<file path="src/rtl/spi_reg_bank.sv">
// SPI mode-0 peripheral register bank: synchronised SCLK/COPI/nCS, framed R/W + address + data,
// per-register write strobes, CIPO read-back and frame-error pulses.
module spi_reg_bank #(
  parameter int unsigned ADDR_W      = 7,
  parameter int unsigned DATA_W      = 8,
  parameter int unsigned NUM_REGS    = 5,
  parameter int unsigned SYNC_STAGES = 2
) (
  input  logic                         clk,
  input  logic                         rst_n,
  input  logic                         SCLK,
  input  logic                         COPI,
  input  logic                         nCS,
  output logic                         CIPO,
  output logic                         cipo_oe,
  output logic [NUM_REGS*DATA_W-1:0]   regs_flat,
  output logic [NUM_REGS-1:0]          wr_strobe,
  output logic                         frame_err
);

  localparam int unsigned FRAME_LEN = 1 + ADDR_W + DATA_W;
  localparam int unsigned CNT_W     = $clog2(FRAME_LEN + 2);

  localparam logic [CNT_W-1:0]  CNT_HDR_LAST  = CNT_W'(ADDR_W);
  localparam logic [CNT_W-1:0]  CNT_DATA_LAST = CNT_W'(FRAME_LEN - 1);
  localparam logic [CNT_W-1:0]  CNT_FULL      = CNT_W'(FRAME_LEN);
  localparam logic [CNT_W-1:0]  CNT_SAT       = CNT_W'(FRAME_LEN + 1);
  localparam logic [ADDR_W:0]   NUM_REGS_X    = (ADDR_W + 1)'(NUM_REGS);

  typedef enum logic [1:0] {IDLE, HDR, DATA, DONE} state_t;

  logic [SYNC_STAGES-1:0] sclk_sync, copi_sync, ncs_sync;
  logic                   sclk_d, ncs_d;

  state_t              state;
  logic [CNT_W-1:0]    cnt;
  logic [ADDR_W-1:0]   hdr_sr;
  logic                rw_q;
  logic [ADDR_W-1:0]   addr_q;
  logic [DATA_W-1:0]   data_sr;
  logic [DATA_W-1:0]   rd_sr;

  logic                sclk_s, copi_s, ncs_s;
  logic                sclk_rise, sclk_fall, ncs_rise, ncs_fall;
  logic [ADDR_W:0]     hdr_next;
  logic                addr_ok;
  logic [DATA_W-1:0]   rd_sel;

  // Input synchronisers plus edge-detect delay flops; nCS idles high so its chain resets to 1
  always_ff @(posedge clk or negedge rst_n) begin
    if (!rst_n) begin
      sclk_sync <= '0;
      copi_sync <= '0;
      ncs_sync  <= '1;
      sclk_d    <= 1'b0;
      ncs_d     <= 1'b1;
    end else begin
      sclk_sync <= {sclk_sync[SYNC_STAGES-2:0], SCLK};
      copi_sync <= {copi_sync[SYNC_STAGES-2:0], COPI};
      ncs_sync  <= {ncs_sync[SYNC_STAGES-2:0], nCS};
      sclk_d    <= sclk_sync[SYNC_STAGES-1];
      ncs_d     <= ncs_sync[SYNC_STAGES-1];
    end
  end

  assign sclk_s    = sclk_sync[SYNC_STAGES-1];
  assign copi_s    = copi_sync[SYNC_STAGES-1];
  assign ncs_s     = ncs_sync[SYNC_STAGES-1];
  assign sclk_rise = sclk_s & ~sclk_d;
  assign sclk_fall = ~sclk_s & sclk_d;
  assign ncs_rise  = ncs_s & ~ncs_d;
  assign ncs_fall  = ~ncs_s & ncs_d;

  assign hdr_next  = {hdr_sr, copi_s};
  assign addr_ok   = {1'b0, addr_q} < NUM_REGS_X;

  // Read-back source for the address completing on this edge; out-of-range reads return 0
  always_comb begin
    rd_sel = '0;
    for (int unsigned i = 0; i < NUM_REGS; i++) begin
      if (hdr_next[ADDR_W-1:0] == ADDR_W'(i)) rd_sel = regs_flat[i*DATA_W +: DATA_W];
    end
  end

  always_ff @(posedge clk or negedge rst_n) begin
    if (!rst_n) begin
      state     <= IDLE;
      cnt       <= '0;
      hdr_sr    <= '0;
      rw_q      <= 1'b0;
      addr_q    <= '0;
      data_sr   <= '0;
      rd_sr     <= '0;
      CIPO      <= 1'b0;
      cipo_oe   <= 1'b0;
      regs_flat <= '0;
      wr_strobe <= '0;
      frame_err <= 1'b0;
    end else begin
      wr_strobe <= '0;
      frame_err <= 1'b0;
      cipo_oe   <= ~ncs_s;
      if (ncs_rise) begin
        // End of frame has priority over a coincident SCLK edge; frames with no bits are ignored
        state <= IDLE;
        cnt   <= '0;
        CIPO  <= 1'b0;
        if (cnt != '0) begin
          if (cnt != CNT_FULL || !addr_ok) begin
            frame_err <= 1'b1;
          end else if (rw_q) begin
            for (int unsigned i = 0; i < NUM_REGS; i++) begin
              if (addr_q == ADDR_W'(i)) begin
                regs_flat[i*DATA_W +: DATA_W] <= data_sr;
                wr_strobe[i]                  <= 1'b1;
              end
            end
          end
        end
      end else if (ncs_fall) begin
        state   <= HDR;
        cnt     <= '0;
        hdr_sr  <= '0;
        rw_q    <= 1'b0;
        addr_q  <= '0;
        data_sr <= '0;
        rd_sr   <= '0;
        CIPO    <= 1'b0;
      end else if (sclk_rise && state != IDLE) begin
        if (cnt != CNT_SAT) cnt <= cnt + 1'b1;
        case (state)
          HDR: begin
            hdr_sr <= hdr_next[ADDR_W-1:0];
            if (cnt == CNT_HDR_LAST) begin
              state  <= DATA;
              rw_q   <= hdr_next[ADDR_W];
              addr_q <= hdr_next[ADDR_W-1:0];
              rd_sr  <= rd_sel;
            end
          end
          DATA: begin
            if (rw_q) data_sr <= {data_sr[DATA_W-2:0], copi_s};
            if (cnt == CNT_DATA_LAST) begin
              state <= DONE;
              CIPO  <= 1'b0;
            end
          end
          default: ;
        endcase
      end else if (sclk_fall && state == DATA && !rw_q) begin
        // Read data leaves MSB first, one bit per SCLK falling edge
        CIPO  <= rd_sr[DATA_W-1];
        rd_sr <= {rd_sr[DATA_W-2:0], 1'b0};
      end
    end
  end

endmodule
</file>
<file path="config.mk">
export PLATFORM = sky130hd
export DESIGN_NAME = spi_reg_bank
export DESIGN_NICKNAME = d
export VERILOG_FILES = /design/src/rtl/spi_reg_bank.sv
export SDC_FILE = /design/constraint.sdc
export NUM_CORES = 1
export LEC_CHECK = 0
export BUFFER_PORTS_ARGS = -buffer_cell sky130_fd_sc_hd__buf_2
export CAP_MARGIN = 30
export CORE_MARGIN = 3
export CORE_UTILIZATION = 55
export DETAILED_ROUTE_END_ITERATION = 6
export PLACE_DENSITY = 0.73
export SETUP_SLACK_MARGIN = 0.4
export SYNTH_ARGS = -nofsm -noshare
export SYNTH_HDL_FRONTEND = slang
export SYNTH_SLANG_ARGS = --single-unit
</file>
<file path="constraint.sdc">
create_clock -name clk -period 3.8 [get_ports clk]
set_input_delay 0.19 -clock clk [delete_from_list [all_inputs] [get_ports clk]]
set_output_delay 0.19 -clock clk [all_outputs]
set_load 0.005 [all_outputs]
</file>
# Word level (Yosys, flattened, before mapping)
# Cells that the tools add are included.
# word_totals
latchBits	0
ram_bits	0
regBits	94
romBits	0
n_memories	0
out_inout_bits	48
# classes
addsub	1
n_eq_ne	20
shifts	0
mul	0
reduce_logical	32
mux	53
n_bitwise	10
div_mod_pow	0
magnitude_cmp	1
# op_table
op	n
two-way mux 8 bit	14
two-way mux 7 bit	7
two-way mux 5 bit	8
equality test 7 x 2 -> 1 bit, second input constant	4
AND reduction 5 bit	5
two-way mux 1 bit	18
AND reduction 4 bit	4
equality test 7 x 1 -> 1 bit, second input constant	2
equality test 7 x 3 -> 1 bit, second input constant	2
logical NOT 7 bit	2
nonzero test 2 bit	6
two-way mux 2 bit	5
inequality test 5 bit, second input constant	2
nonzero test 3 bit	3
inequality test 4 x 3 -> 1 bit, second input constant	2
inequality test 4 bit, second input constant	2
nonzero test 4 bit	2
< comparator 7 x 3 -> 1 bit, second input constant	1
inequality test 3 x 2 -> 1 bit, second input constant	2
inverter 1 bit	6
AND reduction 3 bit	2
adder 5 x 1 -> 5 bit, second input constant	1
equality test 5 x 3 -> 1 bit, second input constant	1
equality test 5 x 4 -> 1 bit, second input constant	1
other kinds (9)	15

# Longest topological paths before layout
# Gate-level depths: netlist (run 1).
# logic_depth
depth_word	10
depth_mapped	9
ltp_nobuf	7

# Least setup slack after synthesis (run 1)
# No wires, ideal clock.
# synth_path
kind	reg2reg
startpoint	register cnt[0]
endpoint	register regs_flat[16]
path_stages_with_launch	7
path_buffers	0
t_required_ns	3.675
slack_ns	1.304
arrival_ns	2.372
synth_period_minus_slack_ns	2.496
path_cell_list	dfrtp_1 > inv_1 > ha_1 > or3b_2 > or4b_4 > nor3b_4 > mux2_2
# synth_between
elab_chain_cells	4
word_cells_on_any_way	5
classes_between	1 x eq/ne; 1 x bitwise; 3 x reduce/logical
# synth_lines
item	line_no	source
from (decl)	36	logic [CNT_W-1:0] cnt;
from (signal assigned)	130	if (cnt != CNT_SAT) cnt <= cnt + 1'b1;
inequality test 5 bit	109	if (cnt != CNT_FULL || !addr_ok) begin
logical OR 1 bit	109	
inverter 1 bit (no source line)	-	
AND reduction 5 bit (no source line) *	-	
to (signal, indexed assignment)	114	regs_flat[i*DATA_W +: DATA_W] <= data_sr;
to (decl)	16	output logic [NUM_REGS*DATA_W-1:0] regs_flat,
# Every way passes the cells marked *; elsewhere a longest branch is shown, timed or not.
# A chain may end at the register's enable or synchronous reset.

# Worst setup path in the final report (run 1)
# layout_path
startpoint	register ncs_sync[1]
endpoint	register regs_flat[18]
# layout_between
elab_chain_cells	2
# layout_lines
item	line_no	source
from (decl)	32	logic [SYNC_STAGES-1:0] sclk_sync, copi_sync, ncs_sync;
from (signal assigned)	60	ncs_sync <= {ncs_sync[SYNC_STAGES-2:0], nCS};
bitwise AND 1 bit	71	assign ncs_rise = ncs_s & ~ncs_d;
AND reduction 5 bit (no source line)	-	
# No other way between the ends.

==> impl_metrics.csv, run 1 <==
group,metric,value,unit
clock_tree,clockBufferDepth,2,
flow_run,maxCapViolCount,0,
sta,worst_pin_slew,1.02,ns
sta,final.setup_skew,0.0158,ns
synthesis,synth_seq_area_share,55.1,%
drt,vias_per_cell,5.95,
global_route,grt_antenna_before_repair,0,
min_path,holdCritPathClass,"reg2reg",
pwr,pwr-share-comb,9.8,%
synthesis,syn_area,4280,µm²
finish,fin_util,65.9,%
sta,finalCritPeriodShare,76.1,%
clock_tree,cts_sinks,94,
sta,relSlewSlack,31.4,%
floorplanning,die-height,94.2,µm
critical_path,required,4.04,ns
drt,drc,0,
finish,antennaDiodeCount,0,
drt,drtPass1Iterations,4,
global_route,grt_usage,23.1,%
floorplanning,die_area,8870,µm²
sta,fin_tns_setup,0,ns
synthesis,synth-seq-cells,94,
synthesis,ys_warn_count,0,
global_route,grt_first_pass_wirelength,15600,µm
synthesis,syn_nets,374,
pwr,p_clk_share,35.2,%
pwr,p_leak,2.40,nW
clock_tree,cts_resized,0,
drt,drt_iter0_drc,201,
floorplanning,io_pins,53,
synthesis,ys.flop_type,"dfrtp_1",
critical_path,worstPathArrival,3.13,ns
floorplanning,start_util,57.7,%
pwr,switchingPower,0.536,mW
clock_tree,cts_tree,"done",
clock_tree,cts_made_buffers,9,
critical_path,worstSetupPathType,"reg2reg",
sta,final_max_slew_viol_count,0,
critical_path,worst-path-max-fanout,16,
synthesis,synth_edf_count,0,
sta,finalHoldViolCount,0,
synthesis,synth.avg_cell_area,11.9,µm²
drt,ant_nets,0,
finish,syn_to_final_growth,14.1,%
floorplanning,coreArea,7410,µm²
finish,fin_nets,428,
outcome,status,"finished clean",
synthesis,synth-async-reset-ratio,100,%
critical_path,crit_path_start_kind,"register",
floorplanning,die_w,94.2,µm
pwr,power.internal,1.46,mW
sta,max_freq,346,MHz
finish,final_area,4880,µm²
placement,dp_hpwl,6530,µm
pwr,switching_share,26.9,%
placement,place.gp.congestion,0.780,
clock_tree,insertion_delay,0.37,ns
floorplanning,std_cell_rows,31,
placement,postPlaceCellArea,4630,µm²
global_route,grt_max_degree,69,
pwr,power_density,409,nW/µm²
clock_tree,path_clk_slew,0.09,ns
placement,io_buffers,52,
drt,via_count,3084,
global_route,overflow,0,
finish,drive_above_1_share,33.7,%
sta,finalSetupViolCount,0,
drt,routedWlPerCell,18.4,µm
drt,postRouteWirelength,9520,µm
pwr,peakVddDrop,289,µV
pwr,seqPwrFrac,55.0,%
global_route,grt_pass1_vias,3008,
critical_path,end_kind,"register",
finish,nFillCells,583,
synthesis,netlist_instances,360,
sta,rsz0062_at_grt,"false",
synthesis,synth_cell_types,48,
sta,fin_crit,2.89,ns
clock_tree,htree_num_levels,3,
clock_tree,clock-root-buffer,"clkbuf_8",
==> cells in the mapped netlist (all sizes together), types with 2 or more instances <==
| library cell | n | area, µm² |
|---|---|---|
| nor3 | 13 | 65.1 |
| o21ai | 21 | 105 |
| nor4bb | 10 | 100 |
| nor3b | 3 | 33.8 |
| o2111ai | 3 | 26.3 |
| nor2 | 17 | 66.3 |
| a221oi | 7 | 61.3 |
| nand3 | 11 | 55.1 |
| dfrtp | 91 | 2280 |
| or2 | 8 | 50.1 |
| inv | 11 | 41.3 |
| o21a | 2 | 15.0 |
| nor4 | 7 | 43.8 |
| dfstp | 3 | 78.8 |
| and3 | 2 | 13.8 |
| or3b | 3 | 26.3 |
| a211oi | 2 | 15.0 |
| or4 | 2 | 18.8 |
| clkbuf | 14 | 52.6 |
| a221o | 6 | 60.1 |
| a32o | 2 | 20.0 |
| a22oi | 8 | 60.1 |
| nand2b | 2 | 12.5 |
| buf | 2 | 7.51 |
| nand2 | 27 | 101 |
| o21bai | 2 | 15.0 |
| a21o | 2 | 15.0 |
| ha | 9 | 113 |
| mux2 | 49 | 552 |
| a22o | 8 | 70.1 |
==> metrics by stage <==
step	hold WS, ns	total power, mW	instances	setup WS, ns
final	0.355	1.99	518	0.910
after global routing	0.362	2.09	518	0.785
after CTS	0.356	2.01	518	0.944
after detailed placement	0.296	1.31	498	0.961
after global placement	0.297	1.30	498	1.05
after floorplan	-0.106	1.23	360	1.30
==> registers in the layout, summed over array words and instances, names as in the netlist, 2 cells and up <==
register	flops
regs_flat	40
data_sr	8
rd_sr	8
addr_q	7
hdr_sr	7
cnt	5
wr_strobe	5
copi_sync	2
ncs_sync	2
sclk_sync	2
state	2
==> cell usage in the layout (no fill, tap or decap), types with 4 or more instances in the layout <==
cell,count
a22o_1,8
or2_2,8
a22oi_1,8
inv_1,11
nor4bb_1,10
nand3_1,11
clkbuf_8,11
nand2_1,27
ha_1,9
mux2_2,49
a221oi_1,7
buf_4,4
o21ai_0,20
nor3_1,13
nor4_1,7
nor2_1,16
a221o_1,6
dlygate4sd3_1,4
dfrtp_1,91
buf_2,51
==> cell type report <==
cell class / instances / area [µm²] / share of cell area, %
multi-input cells: 238 / 1820 / 37.2
well taps: 99 / 124 / 2.54
flip-flops and latches: 94 / 2360 / 48.3
inverters: 12 / 45.0 / 0.923
clock inverters: 5 / 63.8 / 1.31
repair buffers: 59 / 325 / 6.66
clock buffers: 11 / 151 / 3.10
==> worst paths after layout <==
path,startpoint,endpoint,slack (ns),cells after the start
max reg2reg,ncs_sync[1],regs_flat[18],0.91,5
min reg2reg,sclk_sync[0],sclk_sync[1],0.35,0
min,sclk_sync[0],sclk_sync[1],0.35,0
max,ncs_sync[1],regs_flat[18],0.91,5
min in group asynchronous,rst_n,cnt[1],0.46,2
max in group asynchronous,rst_n,ncs_sync[0],2.44,3
==> per-layer routing <==
layer | track usage (%) | part of all wire [%] | routed length [µm] | vias to the layer above
met5 | 0 | 0 | 0 | -
met4 | 6.74 | 1.2 | 115 | 0
met3 | 4.65 | 5.4 | 514 | 10
met2 | 35.3 | 46 | 4420 | 94
met1 | 33.5 | 47 | 4470 | 1534
li1 | - | - | - | 1446
==> logic make-up (layout without fill, tap and decap cells) <==
kind of cell / Yosys count / in the layout / synth area share, %
compound gates: 68 / 68 / 11.7
simple gates: 112 / 112 / 15.2
buf+inv: 28 / 87 / 2.46
flops: 94 / 94 / 55.1
mux: 49 / 49 / 12.9
fa+ha+maj: 9 / 9 / 2.63
==> worst max-delay path, cell delays in order (launching register included) <==
cell	delay (ns)
dfstp_2	0.55
ha_1	0.55
nand3_1	0.23
or4b_4	0.56
nor3b_4	0.49
mux2_2	0.39
==> power by group through the flow <==
stage               Clock (mW)  Combinational, mW  Sequential, mW
floorplan                    0              0.151            1.08
global placement             0              0.190            1.11
detailed placement           0              0.194            1.11
CTS                      0.717              0.198            1.09
global route             0.760              0.226            1.10
finish                   0.702              0.196            1.10
==> repair_timing <==
| action | in CTS | in global routing |
|---|---|---|
| hold endpoints to repair | 70 | 0 |
| buffers inserted | 0 | 0 |
| hold buffers | 4 | 0 |
(Power assumes the default switching activity.)
==> inputs of run 2 (changes only) <==
--- a/config.mk
+++ b/config.mk
@@ -5,12 +5,13 @@
 export SDC_FILE = /design/constraint.sdc
 export NUM_CORES = 1
 export LEC_CHECK = 0
+export ABC_AREA = 1
 export BUFFER_PORTS_ARGS = -buffer_cell sky130_fd_sc_hd__buf_2
 export CAP_MARGIN = 30
 export CORE_MARGIN = 3
-export CORE_UTILIZATION = 55
+export CORE_UTILIZATION = 52
 export DETAILED_ROUTE_END_ITERATION = 6
-export PLACE_DENSITY = 0.73
+export PLACE_DENSITY = 0.72
 export SETUP_SLACK_MARGIN = 0.4
 export SYNTH_ARGS = -nofsm -noshare
 export SYNTH_HDL_FRONTEND = slang
==> constraint.sdc (replaced) <==
create_clock -name clk -period 2.56 [get_ports clk]
set_input_delay 0.128 -clock clk [delete_from_list [all_inputs] [get_ports clk]]
set_output_delay 0.128 -clock clk [all_outputs]
set_load 0.005 [all_outputs]
==> run 2 against run 1 <==
Compared with the run above: combinational power grew to 3.3 times the previous value; die area is 6.6% higher; sequential power up 55%; clock skew is 0.0056 ns lower; wire length is 7.5% higher; register-to-register slack worse by 0.29 ns; first-iteration DRC count up 10%; area after synthesis rose by 1.2%.
==> impl_metrics.csv, run 2 <==
group,metric,value,unit
outcome,status,"finished clean",
drt,via_count,3585,
drt,drc,0,
sta,final_max_slew_viol_count,0,
clock_tree,clockBufferDepth,2,
floorplanning,coreArea,7890,µm²
floorplanning,std_cell_rows,32,
sta,relSlewSlack,53.9,%
clock_tree,insertion_delay,0.37,ns
floorplanning,die_w,97.2,µm
critical_path,slowest_stage,"dfstp_2",
finish,final_common_cell,"nand2_1",
finish,top_regs,"regs_flat (40), data_sr (8), rd_sr (8)",
synthesis,synth_area_leader_cell,"dfrtp_1",
sta,finalCritPeriodShare,75.9,%
min_path,holdCritPathClass,"in2async",
critical_path,crit_family,"flip-flops",
global_route,grt_first_pass_wirelength,17000,µm
sta,final.setup_skew,0.0102,ns
drt,ant_nets,0,
critical_path,required,2.83,ns
synthesis,synth_top_area_share,52.6,%
synthesis,ys.flop_type,"dfrtp_1",
synthesis,synth_edf_count,0,
pwr,peakVddDrop,472,µV
global_route,grt_usage,22.5,%
sta,max_freq,515,MHz
drt,postRouteWirelength,10200,µm
critical_path,slowest_delay,0.55,ns
sta,rsz0062_at_grt,"false",
synthesis,ys_warn_count,0,
synthesis,synth_area_leaders,"dfrtp_1 (53%), nand2_1 (9.6%), nand3_1 (5.0%), o21ai_0 (4.5%), inv_1 (4.2%)",
synthesis,syn_nets,505,
global_route,grt_pass1_vias,3354,
drt,drtPass1Iterations,5,
placement,place.gp.congestion,0.855,
placement,dp_hpwl,7410,µm
sta,hold_slack,0.322,ns
floorplanning,start_util,54.9,%
critical_path,worst-path-max-fanout,14,
finish,layout_common_cells,"nand2_1 (111), dfrtp_1 (91), buf_2 (51), inv_1 (48), nand3_1 (43)",
finish,largest_reg_flops,40,
critical_path,worstPathCellList,"ha_2 -> inv_1 -> buf_4 -> o21ai_1 -> nand3_1 -> inv_1 -> nand3_1 -> o21ai_0",
placement,dpl_worst_slack,0.565,ns
synthesis,synth.avg_cell_area,8.82,µm²
drt,vias_per_cell,5.46,
sta,setup_ws,0.616,ns
pwr,power_density,667,nW/µm²
synthesis,synth_seq_area_share,54.4,%
clock_tree,clock-root-buffer,"clkbuf_8",
finish,fin_util,62.2,%
finish,fin_nets,563,
drt,routedWlPerCell,15.6,µm
drt,drt_iter0_drc,221,
sta,fin_crit,1.94,ns
sta,worst_pin_slew,0.688,ns
floorplanning,die-height,97.2,µm
sta,fin_tns_setup,0,ns
synthesis,netlist_instances,491,
critical_path,worstSetupPathType,"reg2reg",
floorplanning,io_pins,53,
clock_tree,path_clk_slew,0.10,ns
finish,drive_above_1_share,18.8,%
flow_run,maxCapViolCount,0,
synthesis,synth-async-reset-ratio,100,%
sta,finalSetupViolCount,0,
global_route,grt_max_degree,49,
placement,io_buffers,52,
global_route,overflow,0,
clock_tree,cts_sinks,94,
critical_path,end_kind,"register",
finish,antennaDiodeCount,0,
pwr,p_leak,2.52,nW
clock_tree,cts_made_buffers,9,
floorplanning,die_area,9460,µm²
synthesis,synth_common_cells,"nand2_1 (111), dfrtp_1 (91), inv_1 (49), nand3_1 (43), o21ai_0 (39)",
critical_path,worstPathArrival,2.22,ns
finish,final_area,4910,µm²
finish,regMostFlops,"regs_flat",
clock_tree,cts_tree,"done",
synthesis,syn_area,4330,µm²
critical_path,crit_path_start_kind,"register",
sta,finalHoldViolCount,0,
finish,syn_to_final_growth,13.4,%
clock_tree,postCtsSetupRepairBufs,0,
synthesis,yosysMostFrequentCell,"nand2_1",
synthesis,synth-seq-cells,94,
synthesis,synth_cell_types,32,
critical_path,cp_num_buf_inv,3,
global_route,grt_antenna_before_repair,0,
clock_tree,htree_num_levels,3,
placement,postPlaceCellArea,4680,µm²
## run 2: changes by cell type in the layout (fill, tap and decap cells not counted), sizes merged, moves of 26 or more
cell and delta:
a21oi +26, mux2 -49, inv +40, o21ai +51
nand3 +34, nand2 +86
## run 2: logic make-up after synthesis
kind of cell,after synthesis,synth area share [%]
AND/OR/NAND/NOR,219,23.7
AO/OA/AOI/OAI,104,12.8
flip-flops,94,54.4
buffers and inverters,65,6.45
adder cells (fa/ha/maj),9,2.60
## run 2: where the power goes
| group | internal, mW | switching (mW) | leakage [nW] |
|---|---|---|---|
| logic | 0.191 | 0.452 | 1.18 |
| clock network | 0.385 | 0.545 | 0.0889 |
| registers | 1.61 | 0.0955 | 1.26 |
## run 2: path summary, 6_finish.rpt
check                      slack (ns)  cells after the start        start          end
min                              0.32                      2        rst_n       cnt[2]
max reg2reg                      0.62                      8        ncs_d   data_sr[4]
max in group asynchronous        1.53                      3        rst_n  ncs_sync[0]
max                              0.62                      8        ncs_d   data_sr[4]
min reg2reg                      0.37                      0  ncs_sync[0]  ncs_sync[1]
min in group clk                 0.37                      0  ncs_sync[0]  ncs_sync[1]
## run 2: layout make-up
cell class / count / area [µm²]
clock buffers: 10 / 138
clock inverters: 6 / 46.3
fillers: 665 / 2980
inverters: 52 / 195
multi-input cells: 332 / 1700
flip-flops and latches: 94 / 2360
well taps: 102 / 128
repair buffers: 60 / 345
## run 2: per-layer routing
metal	up-vias	track usage [%]	part of all wire, %
met5	-	0	0
met2	93	34.4	46
met4	0	7.14	1.1
met3	10	3.88	5.0
li1	1740	-	-
met1	1742	32.8	47
## run 2: repair_timing
| item | CTS | global route |
|---|---|---|
| endpoints found under the hold margin | 50 | 0 |
| endpoints found under the setup margin | 0 | 19 |
| gates resized for setup | 0 | 3 |
| hold buffers | 4 | 0 |
## run 2: metrics by stage
step                power, mW  instances
floorplan                2.16        491
global placement         2.33        636
detailed placement       2.35        636
CTS                      3.27        656
global route             3.45        656
finish                   3.27        656
==> inputs of run 3 (changes only) <==
==> constraint.sdc (replaced) <==
create_clock -name clk -period 1.6 [get_ports clk]
set_input_delay 0.08 -clock clk [delete_from_list [all_inputs] [get_ports clk]]
set_output_delay 0.08 -clock clk [all_outputs]
set_load 0.005 [all_outputs]
==> run 3 against run 2 <==
Compared with the run above: the flow now finishes with violations (negative setup slack); register-to-register slack worse by 0.81 ns; first-iteration DRC count is 71% higher; utilization grew 19 points; die area unchanged; total power increased by 110%; cell count increased by 11%; fmax increased by 8.2%; sequential power increased by 62%; non-clock buffer count increased by 61; worst setup slack lost 0.81 ns; critical path depth down 2; final area up 31%; critical path type unchanged.
==> impl_metrics.csv, run 3 (same netlist as run 2, synthesis figures left out) <==
group,metric,value,unit
finish,final_common_cell,"dfrtp_1",
clock_tree,insertion_delay,0.38,ns
pwr,peakVddDrop,662,µV
drt,ant_nets,0,
global_route,grt_antenna_before_repair,0,
critical_path,crit_path_start_kind,"register",
placement,io_buffers,52,
critical_path,worst-path-max-fanout,7,
critical_path,end_kind,"register",
global_route,grt_first_pass_wirelength,20500,µm
finish,regMostFlops,"regs_flat",
drt,drt_iter0_drc,379,
placement,place.gp.congestion,0.875,
floorplanning,die_w,97.2,µm
critical_path,rrSetupSlack,-0.20,ns
placement,dpl.cell_count,669,
drt,drc,0,
pwr,power.internal,4.26,mW
critical_path,cp_common_cell,"clkinvlp_4",
clock_tree,cts_made_buffers,9,
finish,antennaDiodeCount,0,
min_path,holdCritPathClass,"in2async",
drt,drtPass1Iterations,5,
floorplanning,die_area,9460,µm²
drt,via_count,4323,
sta,finalHoldViolCount,0,
pwr,seqPwrFrac,40.9,%
critical_path,slowest_stage,"dfstp_2",
global_route,grt_pass1_vias,4004,
sta,hold_slack,0.114,ns
finish,top_regs,"regs_flat (40), data_sr (8), rd_sr (8)",
sta,final.setup_skew,0.00943,ns
critical_path,required,1.90,ns
global_route,grt_usage,26.9,%
clock_tree,clock-root-buffer,"clkbuf_8",
pwr,power,6.75,mW
critical_path,worstPathCellList,"ha_4 -> buf_6 -> clkinvlp_4 -> nand3_4 -> clkinvlp_4 -> o21ai_1",
pwr,switching_share,37.0,%
drt,vias_per_cell,5.95,
drt,postRouteWirelength,15000,µm
pwr,power_density,1050,nW/µm²
sta,fin_crit,1.80,ns
pwr,p_leak,3.12,nW
finish,multiInputGateArea,2520,µm²
floorplanning,die-height,97.2,µm
finish,drive_above_1_share,49.6,%
sta,relSlewSlack,74.0,%
critical_path,r2r-end,"data_sr[7]",
finish,syn_to_final_growth,48.6,%
global_route,grt_max_degree,50,
outcome,status,"finished, violations left",
finish,fin_cells,727,
floorplanning,std_cell_rows,32,
sta,finalSetupViolCount,77,
critical_path,crit_family,"flip-flops",
sta,finalCritPeriodShare,112,%
global_route,overflow,0,
sta,setup_ws,-0.196,ns
drt,routedWlPerCell,20.6,µm
floorplanning,io_pins,53,
placement,dpl_worst_slack,-0.0912,ns
sta,final_max_slew_viol_count,0,
clock_tree,clockBufferDepth,2,
finish,fin_util,81.6,%
outcome,failed_checks,"negative setup slack",
critical_path,cp_num_buf_inv,3,
finish,nFillCells,426,
clock_tree,path_clk_slew,0.10,ns
critical_path,worstPathArrival,2.09,ns
pwr,pwr-share-comb,33.6,%
sta,rsz0062_at_grt,"true",
critical_path,worstSetupPathType,"reg2reg",
critical_path,r2r-start,"ncs_sync[1]",
finish,fin_nets,634,
finish,largest_reg_flops,40,
critical_path,slowest_delay,0.59,ns
clock_tree,cts_sinks,94,
sta,worst_pin_slew,0.390,ns
flow_run,maxCapViolCount,0,
clock_tree,htree_num_levels,3,
placement,dp_hpwl,7780,µm
floorplanning,start_util,54.9,%
finish,layout_common_cells,"dfrtp_1 (89), nand2_1 (68), buf_2 (51), o21ai_1 (50), buf_4 (43)",
pwr,switchingPower,2.50,mW
critical_path,reg2reg_depth,6,
finish,regArea,2360,µm²
floorplanning,coreArea,7890,µm²
clock_tree,cts_tree,"done",
pwr,p_clk_share,25.4,%
sta,max_freq,557,MHz
[run 3: cell count changes in the layout (fill, tap and decap cells not counted), moves of 21 or more]
cell	before	now
nand2_1	111	68
buf_4	4	43
nand2_2	2	33
nor2_1	32	11
o21ai_0	39	4
o21ai_1	27	50
inv_1	48	27
[run 3: worst register-to-register path, delay by kind of cell, from the launching register on]
family                     cells  cell delay [ns]
buffers and inverters          3             0.52
DFF                            1             0.59
and+or+nand+nor                1             0.18
adders and majority gates      1             0.19
AOI/OAI and AO/OA              1             0.23
[run 3: final cells by class]
type                       instances  share of cell area (%)
clock inverter                     7                    1.36
tap                              102                    1.98
multi-input combinational        339                    39.1
sequential                        94                    36.7
clock buffer                       9                    1.93
timing repair buffer             121                    14.9
timing repair inverter             3                   0.370
inverter                          52                    3.70
[run 3: timing repair]
| item | CTS | global route |
|---|---|---|
| gates cloned | 10 | 2 |
| endpoints found under the setup margin | 85 | 85 |
| resized for setup | 83 | 119 |
| buffers inserted | 14 | 12 |
| pin swaps | 39 | 31 |
| hold buffers | 4 | 0 |
| endpoints found under the hold margin | 97 | 0 |
[run 3: routing by layer]
metal / global-route usage [%] / wire (µm) / vias up
li1: - / - / 1913
met2: 42.6 / 7390 / 220
met3: 5.53 / 1190 / 66
met4: 9.48 / 612 / 0
met5: 0 / 0 / -
met1: 37.2 / 5800 / 2124
[run 3: worst max path at each step]
stage / from / depth (start not counted) / slack [ns] / to
2_1_floorplan: ncs_d / 8 / 0.05 / addr_q[2]
3_3_place_gp: ncs_sync[1] / 6 / -0.02 / regs_flat[37]
3_5_place_dp: addr_q[5] / 8 / -0.09 / regs_flat[32]
4_1_cts: addr_q[6] / 9 / -0.01 / regs_flat[34]
5_1_grt: addr_q[5] / 9 / -0.24 / regs_flat[32]
6_report: ncs_sync[1] / 6 / -0.20 / data_sr[7]
[run 3: power groups by stage]
stage          Clock, mW  Sequential, mW  Combinational [mW]
6_report            1.72            2.76                2.27
5_1_grt             1.83            2.78                2.41
4_1_cts             1.73            2.71                1.78
3_5_place_dp           0            2.74                1.41
3_3_place_gp           0            2.73                1.36
2_1_floorplan          0            2.73               0.843
[run 3: metrics by stage]
stage / TNS [ns] / cell area, µm²
2_1_floorplan: 0 / 4550
3_3_place_gp: -0.101 / 5110
3_5_place_dp: -2.83 / 5110
4_1_cts: -0.0677 / 5910
5_1_grt: -11.90 / 6430
6_report: -7.68 / 6430
